### src/rtl/mem_sp_req_ctrl_pkg.sv
`default_nettype none
// mem_sp_ctrl_pkg: state encoding and sizing helper shared by the SRAM request front-end.
package mem_sp_ctrl_pkg;

  typedef enum logic [0:0] {
    INIT = 1'b0,
    RUN  = 1'b1
  } state_e;

  // Width needed to count 0..depth entries inclusive.
  function automatic int cnt_bit(input int depth);
    return $clog2(depth + 1);
  endfunction

endpackage
`default_nettype wire

### src/rtl/mem_sp_req_ctrl_rsp_fifo.sv
`default_nettype none
// mem_sp_rsp_fifo: synchronous response FIFO; pointers wrap modulo RSP_DEPTH (any depth).
module mem_sp_rsp_fifo
  import mem_sp_ctrl_pkg::*;
#(
  parameter int DATA_BIT  = 32,
  parameter int RSP_DEPTH = 4,
  parameter int CNT_BIT   = cnt_bit(RSP_DEPTH)
) (
  input  logic                clk,
  input  logic                rst,
  input  logic                push,
  input  logic [DATA_BIT-1:0] push_data,
  input  logic                pop,
  output logic [DATA_BIT-1:0] pop_data,
  output logic [CNT_BIT-1:0]  count
);

  localparam int PTR_BIT = (RSP_DEPTH > 1) ? $clog2(RSP_DEPTH) : 1;

  logic [DATA_BIT-1:0] store [RSP_DEPTH];
  logic [PTR_BIT-1:0]  wr_ptr;
  logic [PTR_BIT-1:0]  rd_ptr;
  logic                do_push;
  logic                do_pop;

  function automatic logic [PTR_BIT-1:0] ptr_inc(input logic [PTR_BIT-1:0] p);
    return (p == PTR_BIT'(RSP_DEPTH - 1)) ? '0 : p + PTR_BIT'(1);
  endfunction

  // A pop frees the head slot in the same edge, so a push at full is allowed alongside it.
  assign do_pop   = pop && (count != '0);
  assign do_push  = push && ((count != CNT_BIT'(RSP_DEPTH)) || do_pop);
  assign pop_data = store[rd_ptr];

  always_ff @(posedge clk) begin
    if (rst) begin
      wr_ptr <= '0;
      rd_ptr <= '0;
      count  <= '0;
      for (int i = 0; i < RSP_DEPTH; i++) begin
        store[i] <= '0;
      end
    end else begin
      if (do_push) begin
        store[wr_ptr] <= push_data;
        wr_ptr        <= ptr_inc(wr_ptr);
      end
      if (do_pop) begin
        rd_ptr <= ptr_inc(rd_ptr);
      end
      case ({do_push, do_pop})
        2'b10:   count <= count + CNT_BIT'(1);
        2'b01:   count <= count - CNT_BIT'(1);
        default: count <= count;
      endcase
    end
  end

endmodule
`default_nettype wire

### src/rtl/mem_sp_req_ctrl.sv
`default_nettype none
// mem_sp_req_ctrl: valid/ready front-end for the mem_sp_sky130 single-port SRAM wrapper.
// Build option: define MEM_SP_CTRL_INIT_EN to zero-fill the array after every reset.
module mem_sp_req_ctrl
  import mem_sp_ctrl_pkg::*;
#(
  parameter int DATA_BIT  = 32,
  parameter int DEPTH     = 256,
  parameter int ADDR_BIT  = $clog2(DEPTH),
  parameter int RD_LAT    = 1,
  parameter int RSP_DEPTH = 4
) (
  input  logic                clk,
  input  logic                rst,
  input  logic                req_valid,
  output logic                req_ready,
  input  logic                req_wr,
  input  logic [ADDR_BIT-1:0] req_addr,
  input  logic [DATA_BIT-1:0] req_wdata,
  output logic                rsp_valid,
  input  logic                rsp_ready,
  output logic [DATA_BIT-1:0] rsp_rdata,
  output logic [ADDR_BIT-1:0] mem_addr,
  output logic                mem_wen,
  output logic [DATA_BIT-1:0] mem_wdata,
  output logic [DATA_BIT-1:0] mem_bwe,
  output logic                mem_ren,
  input  logic [DATA_BIT-1:0] mem_rdata,
  output logic                init_done
);

  localparam int CNT_BIT = cnt_bit(RSP_DEPTH);

  logic                accept;
  logic                rd_issue;
  logic                rsp_pop;
  logic                init_wr;
  logic [ADDR_BIT-1:0] init_addr;
  logic [RD_LAT:0]     rd_tag;
  logic [CNT_BIT-1:0]  occ;

`ifdef MEM_SP_CTRL_INIT_EN
  state_e            state;
  state_e            state_nxt;
  logic [ADDR_BIT:0] init_cnt;
  logic [ADDR_BIT:0] init_cnt_nxt;

  always_ff @(posedge clk) begin
    if (rst) begin
      state    <= INIT;
      init_cnt <= '0;
    end else begin
      state    <= state_nxt;
      init_cnt <= init_cnt_nxt;
    end
  end

  // The counter runs one past DEPTH-1 so RUN starts after the last fill write is on the pins.
  always_comb begin
    state_nxt    = state;
    init_cnt_nxt = init_cnt;
    init_wr      = 1'b0;
    case (state)
      INIT: begin
        if (init_cnt == (ADDR_BIT + 1)'(DEPTH)) begin
          state_nxt = RUN;
        end else begin
          init_wr      = 1'b1;
          init_cnt_nxt = init_cnt + (ADDR_BIT + 1)'(1);
        end
      end
      default: ;
    endcase
  end

  assign init_done = (state == RUN);
  assign init_addr = init_cnt[ADDR_BIT-1:0];
`else
  logic run;

  always_ff @(posedge clk) begin
    if (rst) begin
      run <= 1'b0;
    end else begin
      run <= 1'b1;
    end
  end

  assign init_done = run;
  assign init_wr   = 1'b0;
  assign init_addr = '0;
`endif

  // Every outstanding read owns a FIFO slot; a same-cycle pop is deliberately not credited.
  assign req_ready = init_done && ((int'(occ) + $countones(rd_tag)) < RSP_DEPTH);
  assign accept    = req_valid && req_ready;
  assign rd_issue  = accept && !req_wr;
  assign mem_bwe   = '1;

  always_ff @(posedge clk) begin
    if (rst) begin
      mem_wen   <= 1'b0;
      mem_ren   <= 1'b0;
      mem_addr  <= '0;
      mem_wdata <= '0;
    end else begin
      mem_wen <= init_wr || (accept && req_wr);
      mem_ren <= rd_issue;
      if (init_wr) begin
        mem_addr  <= init_addr;
        mem_wdata <= '0;
      end else if (accept) begin
        mem_addr <= req_addr;
        if (req_wr) begin
          mem_wdata <= req_wdata;
        end
      end
    end
  end

  always_ff @(posedge clk) begin
    if (rst) begin
      rd_tag <= '0;
    end else begin
      rd_tag[0] <= rd_issue;
      for (int i = 1; i <= RD_LAT; i++) begin
        rd_tag[i] <= rd_tag[i-1];
      end
    end
  end

  assign rsp_valid = (occ != '0);
  assign rsp_pop   = rsp_valid && rsp_ready;

  mem_sp_rsp_fifo #(
    .DATA_BIT  (DATA_BIT),
    .RSP_DEPTH (RSP_DEPTH),
    .CNT_BIT   (CNT_BIT)
  ) u_rsp_fifo (
    .clk       (clk),
    .rst       (rst),
    .push      (rd_tag[RD_LAT]),
    .push_data (mem_rdata),
    .pop       (rsp_pop),
    .pop_data  (rsp_rdata),
    .count     (occ)
  );

endmodule
`default_nettype wire

### config.mk
export PLATFORM = sky130hd
export DESIGN_NAME = mem_sp_req_ctrl
export DESIGN_NICKNAME = d
export VERILOG_FILES = /design/src/rtl/mem_sp_req_ctrl_pkg.sv /design/src/rtl/mem_sp_req_ctrl_rsp_fifo.sv /design/src/rtl/mem_sp_req_ctrl.sv
export SDC_FILE = /design/constraint.sdc
export NUM_CORES = 1
export LEC_CHECK = 0
export BUFFER_PORTS_ARGS = -buffer_cell sky130_fd_sc_hd__buf_2
export CAP_MARGIN = 15
export CORE_ASPECT_RATIO = 0.9
export CORE_MARGIN = 3
export CORE_UTILIZATION = 45
export CTS_BUF_LIST = sky130_fd_sc_hd__clkbuf_4
export CTS_CLUSTER_SIZE = 25
export DETAILED_ROUTE_END_ITERATION = 12
export PLACE_DENSITY = 0.71
export SYNTH_ARGS = -nofsm -noshare
export SYNTH_HDL_FRONTEND = slang
export SYNTH_SLANG_ARGS = --single-unit
### constraint.sdc
create_clock -name clk -period 4.4 [get_ports clk]
set_input_delay 0.88 -clock clk [delete_from_list [all_inputs] [get_ports clk]]
set_output_delay 0.88 -clock clk [all_outputs]
set_load 0.1 [all_outputs]
# Word level (Yosys, flattened, before mapping)
# Memory sizes are Yosys's and may differ from the RTL's. A register that Yosys moved wholly into a read port is not among the register bits.
# Cells that the tools add are included.
[totals] regBits=52 mem_count=1 mem_bits_rw=128 input_bits=77
[classes] n_eq_ne=5 reduce_logical=13 addsub=6 muxes=14 n_lt_le_gt_ge=1
[mem_list] memory="u_rsp_fifo.store" words=4 word_bits=32 rd=1 rd_clocked_by_memory_dff=1 wr=4 line="mem_sp_req_ctrl_rsp_fifo.sv:21" source="logic [DATA_BIT-1:0] store [RSP_DEPTH];"
[op_table] cell="2-to-1 mux 32 bit" count=1
[op_table] cell="OR reduction 32 bit" count=1
[op_table] cell="2-to-1 mux 2 bit" count=5
[op_table] cell="logical AND 1 bit" count=7
[op_table] cell="2-to-1 mux 1 bit" count=7
[op_table] cell="equality test 2 bit (second input constant)" count=3
[op_table] cell="one-hot mux 3 bit (2 select lines)" count=1
[op_table] cell="adder 2 x 1 -> 2 bit (second input constant)" count=2
[op_table] cell="adder 3 x 2 -> 4 bit" count=1
[op_table] cell="< comparator 4 x 3 -> 1 bit (second input constant)" count=1
[op_table] cell="adder 3 x 1 -> 3 bit (second input constant)" count=1
[op_table] cell="!= test 3 bit (second input constant)" count=1
[op_table] cell="nonzero test 3 bit" count=1
[op_table] cell="subtractor 3 x 1 -> 3 bit (second input constant)" count=1
[op_table] cell="adder 1 x 1 -> 2 bit" count=1
[op_table] cell="equality test 2 x 1 -> 1 bit (second input constant)" count=1
[op_table] cell="AND reduction 2 bit" count=1
[op_table] cell="nonzero test 2 bit" count=1
[op_table] cell="zero test 1 bit" count=1
[op_table] cell="logical OR 1 bit" count=1

# Longest topological paths before layout
# Gate-level depths: netlist (run 1).
[depth] depth_word=10 mapped_depth=9 depth_no_buf=8

# Modules after synthesis
# From an unflattened synthesis (run 1), not the netlist that was laid out.
[hier_totals] hier_cells=587 hier_area_um2=8039.0
[modules_own_cells] module="mem_sp_rsp_fifo" area_per_inst_um2=6042.0 instances=1 cells_per_inst=364
[modules_own_cells] module="mem_sp_req_ctrl" area_per_inst_um2=1996.9 instances=1 cells_per_inst=223

# Worst setup path after synthesis (run 1)
# Ideal clock, no wire load.
[synth_path] path_kind="input-to-reg" from="input rsp_ready" to="memory u_rsp_fifo.store[3][0] (enable)" setup_time_ns=0.466 t_arrival_ns=3.430 cell_stages=3 slack_ns=0.504 t_required_ns=3.934 n_path_buf=0 path_cell_list="nor4b_4 > nand2b_1 > o21ai_0"
[synth_lines] element="start: declaration" line="mem_sp_req_ctrl.sv:21" source="input logic rsp_ready,"
[synth_lines] element="end: declaration" line="mem_sp_req_ctrl_rsp_fifo.sv:21"

==> impl_metrics.ini, run 1 <==
[placement]
gp_congestion = 0.797
hpwlAfterDp_mm = 10.7
io_buffers = 153

[yosys]
synth_top_area_share = 0.486
ys_async_sr_fraction = 0
syn_area_per_cell_sq_um = 13.5
seq_area_frac_synth = 0.620
synth_area_sq_um = 7910
synth.ff_latch_count = 181
yosysTopAreaCell = edfxtp_1
synth_cell_types = 35
synthTopCellsByArea = edfxtp_1 49%, dfxtp_1 13%, and2_1 10%
syn-instance-count = 585
ys_warn_count = 0
synth_edf_count = 128
ys.flop_type = edfxtp_1

[clock_network]
cts_max_path_buffers = 2
numCtsBuffers = 17
cts_sinks = 181
cts_tree = yes
insertion_delay_ns = 0.57
root_buffer = clkbuf_4
hold_buffers = 0
path_clk_slew_ns = 0.14
cts.repair.resized = 0
post-cts-setup-buffers = 0
htree_num_levels = 4

[sta]
hold_viol_final = 0
max_freq_mhz = 298
relSlewSlack = 0.309
finalCritPeriodShare = 0.762
rsz0062_at_grt = no
fin_skew_ns = 0.0243
setup-violations-final = 0
setup_tns_ns = 0
drv_slew = 0
worst_pin_slew_ns = 1.04
post-route-min-period_ns = 3.35

[die]
die_h_um = 132
core_area_sq_um = 17100
fp.dieW_um = 146
start_util = 0.464
dieArea_sq_um = 19200
io_pins = 186
row_count = 45

[layout]
layout_common_cells = 153 x buf_2, 128 x and2_1, 128 x edfxtp_1, 83 x nand2_1, 51 x dfxtp_1
fillers = 1446
final_common_cell = buf_2
multi_input_area_sq_um = 2790
regArea_sq_um = 4910
n_antenna_cell = 0
area_delta_synth_final_pct = 16.6
fin_util = 0.541
final_nets = 815
drive_above_1_share = 0.322

[critical_path]
r2r_start = u_rsp_fifo.count[1]
crit_end = rsp_rdata[0]
crit_arrival_ns = 2.47
ff2ff_path_depth = 8
worstPathCellList = buf_12 -> mux4_2 -> buf_2
crit_family = flip-flops
cp_slowest_stage_delay_ns = 0.76
crit_buf_inv = 2
r2r-end = u_rsp_fifo.count[2]
regToRegSetupSlack_ns = 1.56
path_depth = 3
cp_max_fo = 17
crit_path_end_kind = primary output
start_kind = flip-flop
critPathKind = reg -> out
worstPathRequired_ns = 3.52
critical_path.slowest_cell = dfxtp_2

[grt]
met1_usage = 0.215
grt_pass1_vias = 5185
grt_use_met3 = 0.0595
grt-ovfl-total = 0
grt_antenna_before_repair = 2
grt_pass1_wl_mm = 26.7
grt_max_degree = 83
top_usage_layer = met2
grtUsageTotal = 0.178
grtUsageMet2 = 0.305

[routing]
vias_per_cell = 4.99
drt-wirelength-per-cell_um = 16.8
firstDrtPassIters = 4
first_iter_violations = 276
vias = 4892
ant_nets = 0
routed_wl_mm = 16.5
post-route-drc-count = 0

[power]
power_uw = 3590
powerDensity_nw_per_um2 = 389
peakVddDrop_uv = 201
leakage_uw = 0.00376

[min_path]
hold_class = reg -> reg
min_path_cells = 2
hp-start = mem_wdata[24]

[run]
drv_cap = 0

[run_status]
status = finished clean
area by class of cell:
cell class | instances | area share
Clock buffer | 17 | 0.0138
Clock inverter | 15 | 0.0244
Inverter | 7 | 0.00285
Multi-Input combinational cell | 362 | 0.302
Sequential cell | 181 | 0.532
Tap cell | 235 | 0.0319
Timing Repair Buffer | 164 | 0.0933
cell usage after synthesis (all sizes together), types with 5 or more instances:
cell type / instances
o21ai: 6
mux2i: 41
nor2: 5
clkbuf: 22
dfxtp: 53
mux4: 32
a21oi: 6
nand2: 83
inv: 7
and2: 128
edfxtp: 128
buf: 44
power by group:
| group | internal [uW] | switching [uW] |
|---|---|---|
| Clock | 514 | 579 |
| Sequential | 1880 | 25.7 |
| Combinational | 106 | 487 |
per-layer routing:
metal	part of all wire	up-vias
li1	-	2283
met1	0.41	2394
met2	0.50	191
met3	0.078	20
met4	0.014	4
met5	0.0013	-
sequential cells by signal (all words and copies together), names as in the netlist, named ones only:
name / flops
mem_wdata: 32
u_rsp_fifo.store: 128
mem_wen: 1
mem_addr: 8
init_done: 1
u_rsp_fifo.rd_ptr: 2
u_rsp_fifo.count: 3
u_rsp_fifo.wr_ptr: 2
rd_tag: 2
tightest hold or removal path: cells and delay by family (launching register included):
| kind | cells | cell delay [ns] |
|---|---|---|
| multiplexers | 1 | 0.05 |
| AND/OR/NAND/NOR | 1 | 0.05 |
| flip-flops | 1 | 0.34 |
cells by family after synthesis:
group | after synthesis | share of synthesized area
adders and majority gates | 5 | 0.00886
other | 1 | 0.000474
and+or+nand+nor | 234 | 0.162
xor gates and xnor gates | 2 | 0.00221
AOI/OAI and AO/OA | 16 | 0.0120
DFF | 181 | 0.620
muxes | 73 | 0.143
buffers and inverters | 73 | 0.0520
metrics by stage:
step / hold slack (ns) / worst slack, ns / cell area (sq um) / std cells
6_report: 0.466 / 1.05 / 9230 / 981
5_1_grt: 0.461 / 0.888 / 9230 / 981
4_1_cts: 0.462 / 0.958 / 9230 / 981
3_5_place_dp: 0.446 / 1.06 / 8880 / 949
3_3_place_gp: 0.440 / 1.10 / 8880 / 949
2_1_floorplan: 0.463 / 0.504 / 8030 / 616
how the worst min path moves through the flow:
stage / slack [ns] / endpoint
6_report: 0.47 / mem_wdata[24]
3_5_place_dp: 0.45 / mem_wdata[24]
3_3_place_gp: 0.44 / mem_wdata[17]
4_1_cts: 0.46 / rd_tag[0]
2_1_floorplan: 0.46 / flip-flop
5_1_grt: 0.46 / rd_tag[0]
Note: power is estimated with default switching activity, not from simulation.
==> run 2: changes to the inputs <==
--- a/config.mk
+++ b/config.mk
@@ -13,7 +13,7 @@
 export CTS_BUF_LIST = sky130_fd_sc_hd__clkbuf_4
 export CTS_CLUSTER_SIZE = 25
 export DETAILED_ROUTE_END_ITERATION = 12
-export PLACE_DENSITY = 0.71
+export PLACE_DENSITY = 0.73
 export SYNTH_ARGS = -nofsm -noshare
 export SYNTH_HDL_FRONTEND = slang
 export SYNTH_SLANG_ARGS = --single-unit
==> constraint.sdc (replaced) <==
create_clock -name clk -period 3 [get_ports clk]
set_input_delay 0.6 -clock clk [delete_from_list [all_inputs] [get_ports clk]]
set_output_delay 0.6 -clock clk [all_outputs]
set_load 0.1 [all_outputs]
==> impl_metrics.ini, run 2 (synthesized netlist as in run 1, its figures left out) <==
[power]
powerDensity_nw_per_um2 = 544
leakage_uw = 0.00374
peakVddDrop_uv = 260

[critical_path]
worstPathCellList = ha_1 -> a21o_1 -> a21oi_2 -> buf_2
crit_path_end_kind = primary output
crit_arrival_ns = 2.19
cp_max_fo = 6
critical_path.slowest_cell = dfxtp_1
ff2ff_path_depth = 8
critPathKind = reg -> out
worstPathRequired_ns = 2.40
cp_slowest_stage_delay_ns = 0.50
start_kind = flip-flop

[die]
core_area_sq_um = 17100
die_h_um = 132
fp.dieW_um = 146
row_count = 45
dieArea_sq_um = 19200
start_util = 0.464
io_pins = 186

[placement]
dp.cells = 952
place_worst_setup_slack_ns = 0.346
io_buffers = 153
gp_congestion = 0.748
hpwlAfterDp_mm = 10.7

[layout]
fillers = 1436
final_cells = 984
reg_top3 = u_rsp_fifo.store (128), mem_wdata (32), mem_addr (8)
largest_register_ffs = 128
drive_above_1_share = 0.327
final_common_cell = buf_2
top_register = u_rsp_fifo.store
final_nets = 819
regArea_sq_um = 4910
multi_input_area_sq_um = 2790
area_delta_synth_final_pct = 16.2
layout_common_cells = 153 x buf_2, 128 x and2_1, 128 x edfxtp_1, 83 x nand2_1, 51 x dfxtp_1
fin_util = 0.539
n_antenna_cell = 0

[min_path]
hold_class = in -> reg
min_path_cells = 2

[grt]
grt-ovfl-total = 0
grt_antenna_before_repair = 2
grt_pass1_vias = 4967
grtUsageTotal = 0.171
grt_pass1_wl_mm = 25.9
grt_max_degree = 83

[sta]
hold_ws_ns = 0.224
relSlewSlack = 0.429
worst_pin_slew_ns = 0.856
setup-violations-final = 0
fin_skew_ns = 0.0210
finalCritPeriodShare = 0.931
drv_slew = 0
rsz0062_at_grt = no
post-route-min-period_ns = 2.79
layout_setup_ws_ns = 0.207
max_freq_mhz = 358
hold_viol_final = 0

[clock_network]
numCtsBuffers = 17
path_clk_slew_ns = 0.12
hold_buffers = 0
cts_sinks = 181
post-cts-setup-buffers = 0
htree_num_levels = 4
root_buffer = clkbuf_4
insertion_delay_ns = 0.57
cts_max_path_buffers = 2
cts_tree = yes

[run_status]
status = finished clean

[routing]
drt-wirelength-per-cell_um = 16.3
routed_wl_mm = 16.1
ant_nets = 0
firstDrtPassIters = 5
first_iter_violations = 227
vias = 4794
vias_per_cell = 4.87
post-route-drc-count = 0

[run]
drv_cap = 0
-- run 2: changes by cell type in the layout (fill, tap and decap cells not counted), sizes merged --
cell	change
clkinv	-1
clkinvlp	+1
inv	-1
buf	+3
bufinv	-3
clkbuf	+4
-- run 2: layer usage --
layer	share of wire	up-vias	global-route usage
met3	0.099	14	0.0595
met4	0.010	4	0.0491
li1	-	2277	-
met5	0.0017	-	0
met1	0.39	2277	0.213
met2	0.50	222	0.285
-- run 2: path summary, 6_finish.rpt --
kind	endpoint	start	slack [ns]
setup / recovery	req_ready	u_rsp_fifo.count[0]	0.21
hold / removal	rd_tag[0]	req_wr	0.22
setup reg to reg	u_rsp_fifo.count[2]	u_rsp_fifo.count[1]	0.71
hold reg to reg	mem_wdata[16]	mem_wdata[16]	0.47
-- run 2: worst max-delay path, delay by kind of cell, from the launching register on --
kind,cells,cell delay (ns)
compound gates,2,0.41
fa+ha+maj,1,0.29
buf+inv,1,0.44
flops,1,0.50
-- run 2: cell type report --
cell class              count  area share
inverters                   7     0.00286
clock buffers              20      0.0163
well taps                 235      0.0320
repair buffers            168      0.0969
clock inverters            11      0.0137
flip-flops and latches    181       0.534
multi-input cells         362       0.304
-- run 2: what timing repair did --
action | CTS | global route
endpoints found under the setup margin | 0 | 23
resized for setup | 0 | 2
hold endpoints to repair | 0 | 0
-- run 2: report_power, final --
part / internal [uW] / switching, uW
registers: 2750 / 36.0
clock network: 524 / 814
logic: 157 / 716
total: 3430 / 1570
-- run 2: per-stage QoR --
stage                     instance area [sq um]  power, uW  TNS (ns)
after floorplan                            8030       3590    -59.11
after global placement                     8900       3710         0
after detailed placement                   8900       3720         0
after CTS                                  9180       5040         0
after global routing                       9190       5190         0
final                                      9190       5000         0
==> run 3: changes to the inputs <==
--- a/config.mk
+++ b/config.mk
@@ -14,6 +14,7 @@
 export CTS_CLUSTER_SIZE = 25
 export DETAILED_ROUTE_END_ITERATION = 12
 export PLACE_DENSITY = 0.73
+export REMOVE_ABC_BUFFERS = 1
 export SYNTH_ARGS = -nofsm -noshare
 export SYNTH_HDL_FRONTEND = slang
 export SYNTH_SLANG_ARGS = --single-unit
==> impl_metrics.ini, run 3 (synthesized netlist as in run 1, its figures left out) <==
[power]
power_uw = 4860
peakVddDrop_uv = 243
powerDensity_nw_per_um2 = 531
leakage_uw = 0.00372

[grt]
grt_antenna_before_repair = 0
grt_pass1_vias = 5010
grt-ovfl-total = 0
grt_pass1_wl_mm = 26.5
grtUsageTotal = 0.177
grt_max_degree = 83

[layout]
final_common_cell = buf_2
stdcell_area_sq_um = 9150
top_register = u_rsp_fifo.store
fillers = 1451
drive_above_1_share = 0.321
reg_top3 = u_rsp_fifo.store (128), mem_wdata (32), mem_addr (8)
final_nets = 817
final_cells = 984
largest_register_ffs = 128
area_delta_synth_final_pct = 15.6
layout_common_cells = 153 x buf_2, 128 x and2_1, 128 x edfxtp_1, 83 x nand2_1, 51 x dfxtp_1

[die]
die_h_um = 132
fp.dieW_um = 146
core_area_sq_um = 17100
start_util = 0.464
row_count = 45
dieArea_sq_um = 19200
io_pins = 186

[routing]
vias = 4844
routed_wl_mm = 16.8
first_iter_violations = 285
vias_per_cell = 4.92
post-route-drc-count = 0
ant_nets = 0
firstDrtPassIters = 4
drt-wirelength-per-cell_um = 17.1

[sta]
finalCritPeriodShare = 0.927
max_freq_mhz = 359
fin_skew_ns = 0.0210
post-route-min-period_ns = 2.78
hold_viol_final = 0
setup_tns_ns = 0
setup-violations-final = 0
rsz0062_at_grt = no
drv_slew = 0
relSlewSlack = 0.239
worst_pin_slew_ns = 1.14

[critical_path]
worstPathCellList = ha_1 -> a21o_1 -> a21oi_1 -> buf_2
crit_arrival_ns = 2.18
startpoint = u_rsp_fifo.count[0]
critPathKind = reg -> out
crit_end = req_ready
r2r_start = u_rsp_fifo.count[1]
cp_slowest_stage_delay_ns = 0.49
path_depth = 4
worstPathRequired_ns = 2.40
start_kind = flip-flop
ff2ff_path_depth = 4
r2r-end = u_rsp_fifo.store[1][17]
cp_max_fo = 6
crit_path_end_kind = primary output
crit_family = flip-flops
critical_path.slowest_cell = dfxtp_1
regToRegSetupSlack_ns = 0.71
crit_buf_inv = 1

[placement]
io_buffers = 153
hpwlAfterDp_mm = 11.4
dp.cells = 950
gp_congestion = 0.746
dpl_cell_area_sq_um = 8880

[min_path]
hold_class = in -> reg

[clock_network]
numCtsBuffers = 17
cts.repair.resized = 0
hold_buffers = 0
htree_num_levels = 4
root_buffer = clkbuf_4
path_clk_slew_ns = 0.15
post-cts-setup-buffers = 0
cts_tree = yes
cts_sinks = 181
insertion_delay_ns = 0.55
cts_max_path_buffers = 2

[run]
drv_cap = 0

[run_status]
status = finished clean
-- run 3: cell types whose count changed in the layout (fill, tap and decap cells not counted), moves of 2 or more --
cell	previous run	this run
buf_4	13	11
inv_6	2	0
clkinv_1	1	3
clkinv_2	2	6
clkbuf_4	21	19
-- run 3: worst min path at each step --
stage | start | end | slack, ns | cells after the start
3_3_place_gp | mem_wdata[13] | mem_wdata[13] | 0.44 | 2
5_1_grt | req_wr | rd_tag[0] | 0.14 | 2
6_report | req_wr | rd_tag[0] | 0.22 | 2
3_5_place_dp | mem_wdata[13] | mem_wdata[13] | 0.45 | 2
4_1_cts | req_wr | rd_tag[0] | 0.16 | 2
2_1_floorplan | u_rsp_fifo.rd_ptr[0] | flip-flop | 0.46 | 2
-- run 3: through the flow --
step                      hold slack [ns]   util  setup WS [ns]
after floorplan                     0.456      -          -1.18
after global placement              0.440  0.520          0.578
after detailed placement            0.446  0.520          0.518
after CTS                           0.160  0.534         0.0162
after global routing                0.143  0.536         0.0353
final                               0.221  0.536          0.218
-- run 3: power breakdown --
| part | internal, uW | switching, uW | leakage (uW) |
|---|---|---|---|
| Combinational | 159 | 721 | 0.00183 |
| Sequential | 2750 | 36.1 | 0.00176 |
| Clock | 410 | 782 | 0.000130 |
| Total | 3320 | 1540 | 0.00372 |
-- run 3: cell type report --
class / count / area (sq um) / area share
clock inverters: 13 / 91.3 / 0.00998
inverters: 7 / 26.3 / 0.00287
diodes: 1 / 2.50 / 0.000274
clock buffers: 19 / 143 / 0.0156
repair buffers: 166 / 896 / 0.0979
flip-flops and latches: 181 / 4910 / 0.537
well taps: 235 / 294 / 0.0321
multi-input cells: 362 / 2780 / 0.304
-- run 3: routing by layer --
layer	track usage	vias up	wire (um)
li1	-	2278	-
met1	0.213	2357	6740
met2	0.303	197	8540
met3	0.0612	12	1400
met4	0.0533	0	165
met5	0	-	0
-- run 3: worst register-to-register path, stage by stage, from the launching register on --
cell and delay, ns:
dfxtp_1 0.58, nor4b_4 0.09, nand2b_1 0.17, buf_4 0.17, o21ai_4 0.88
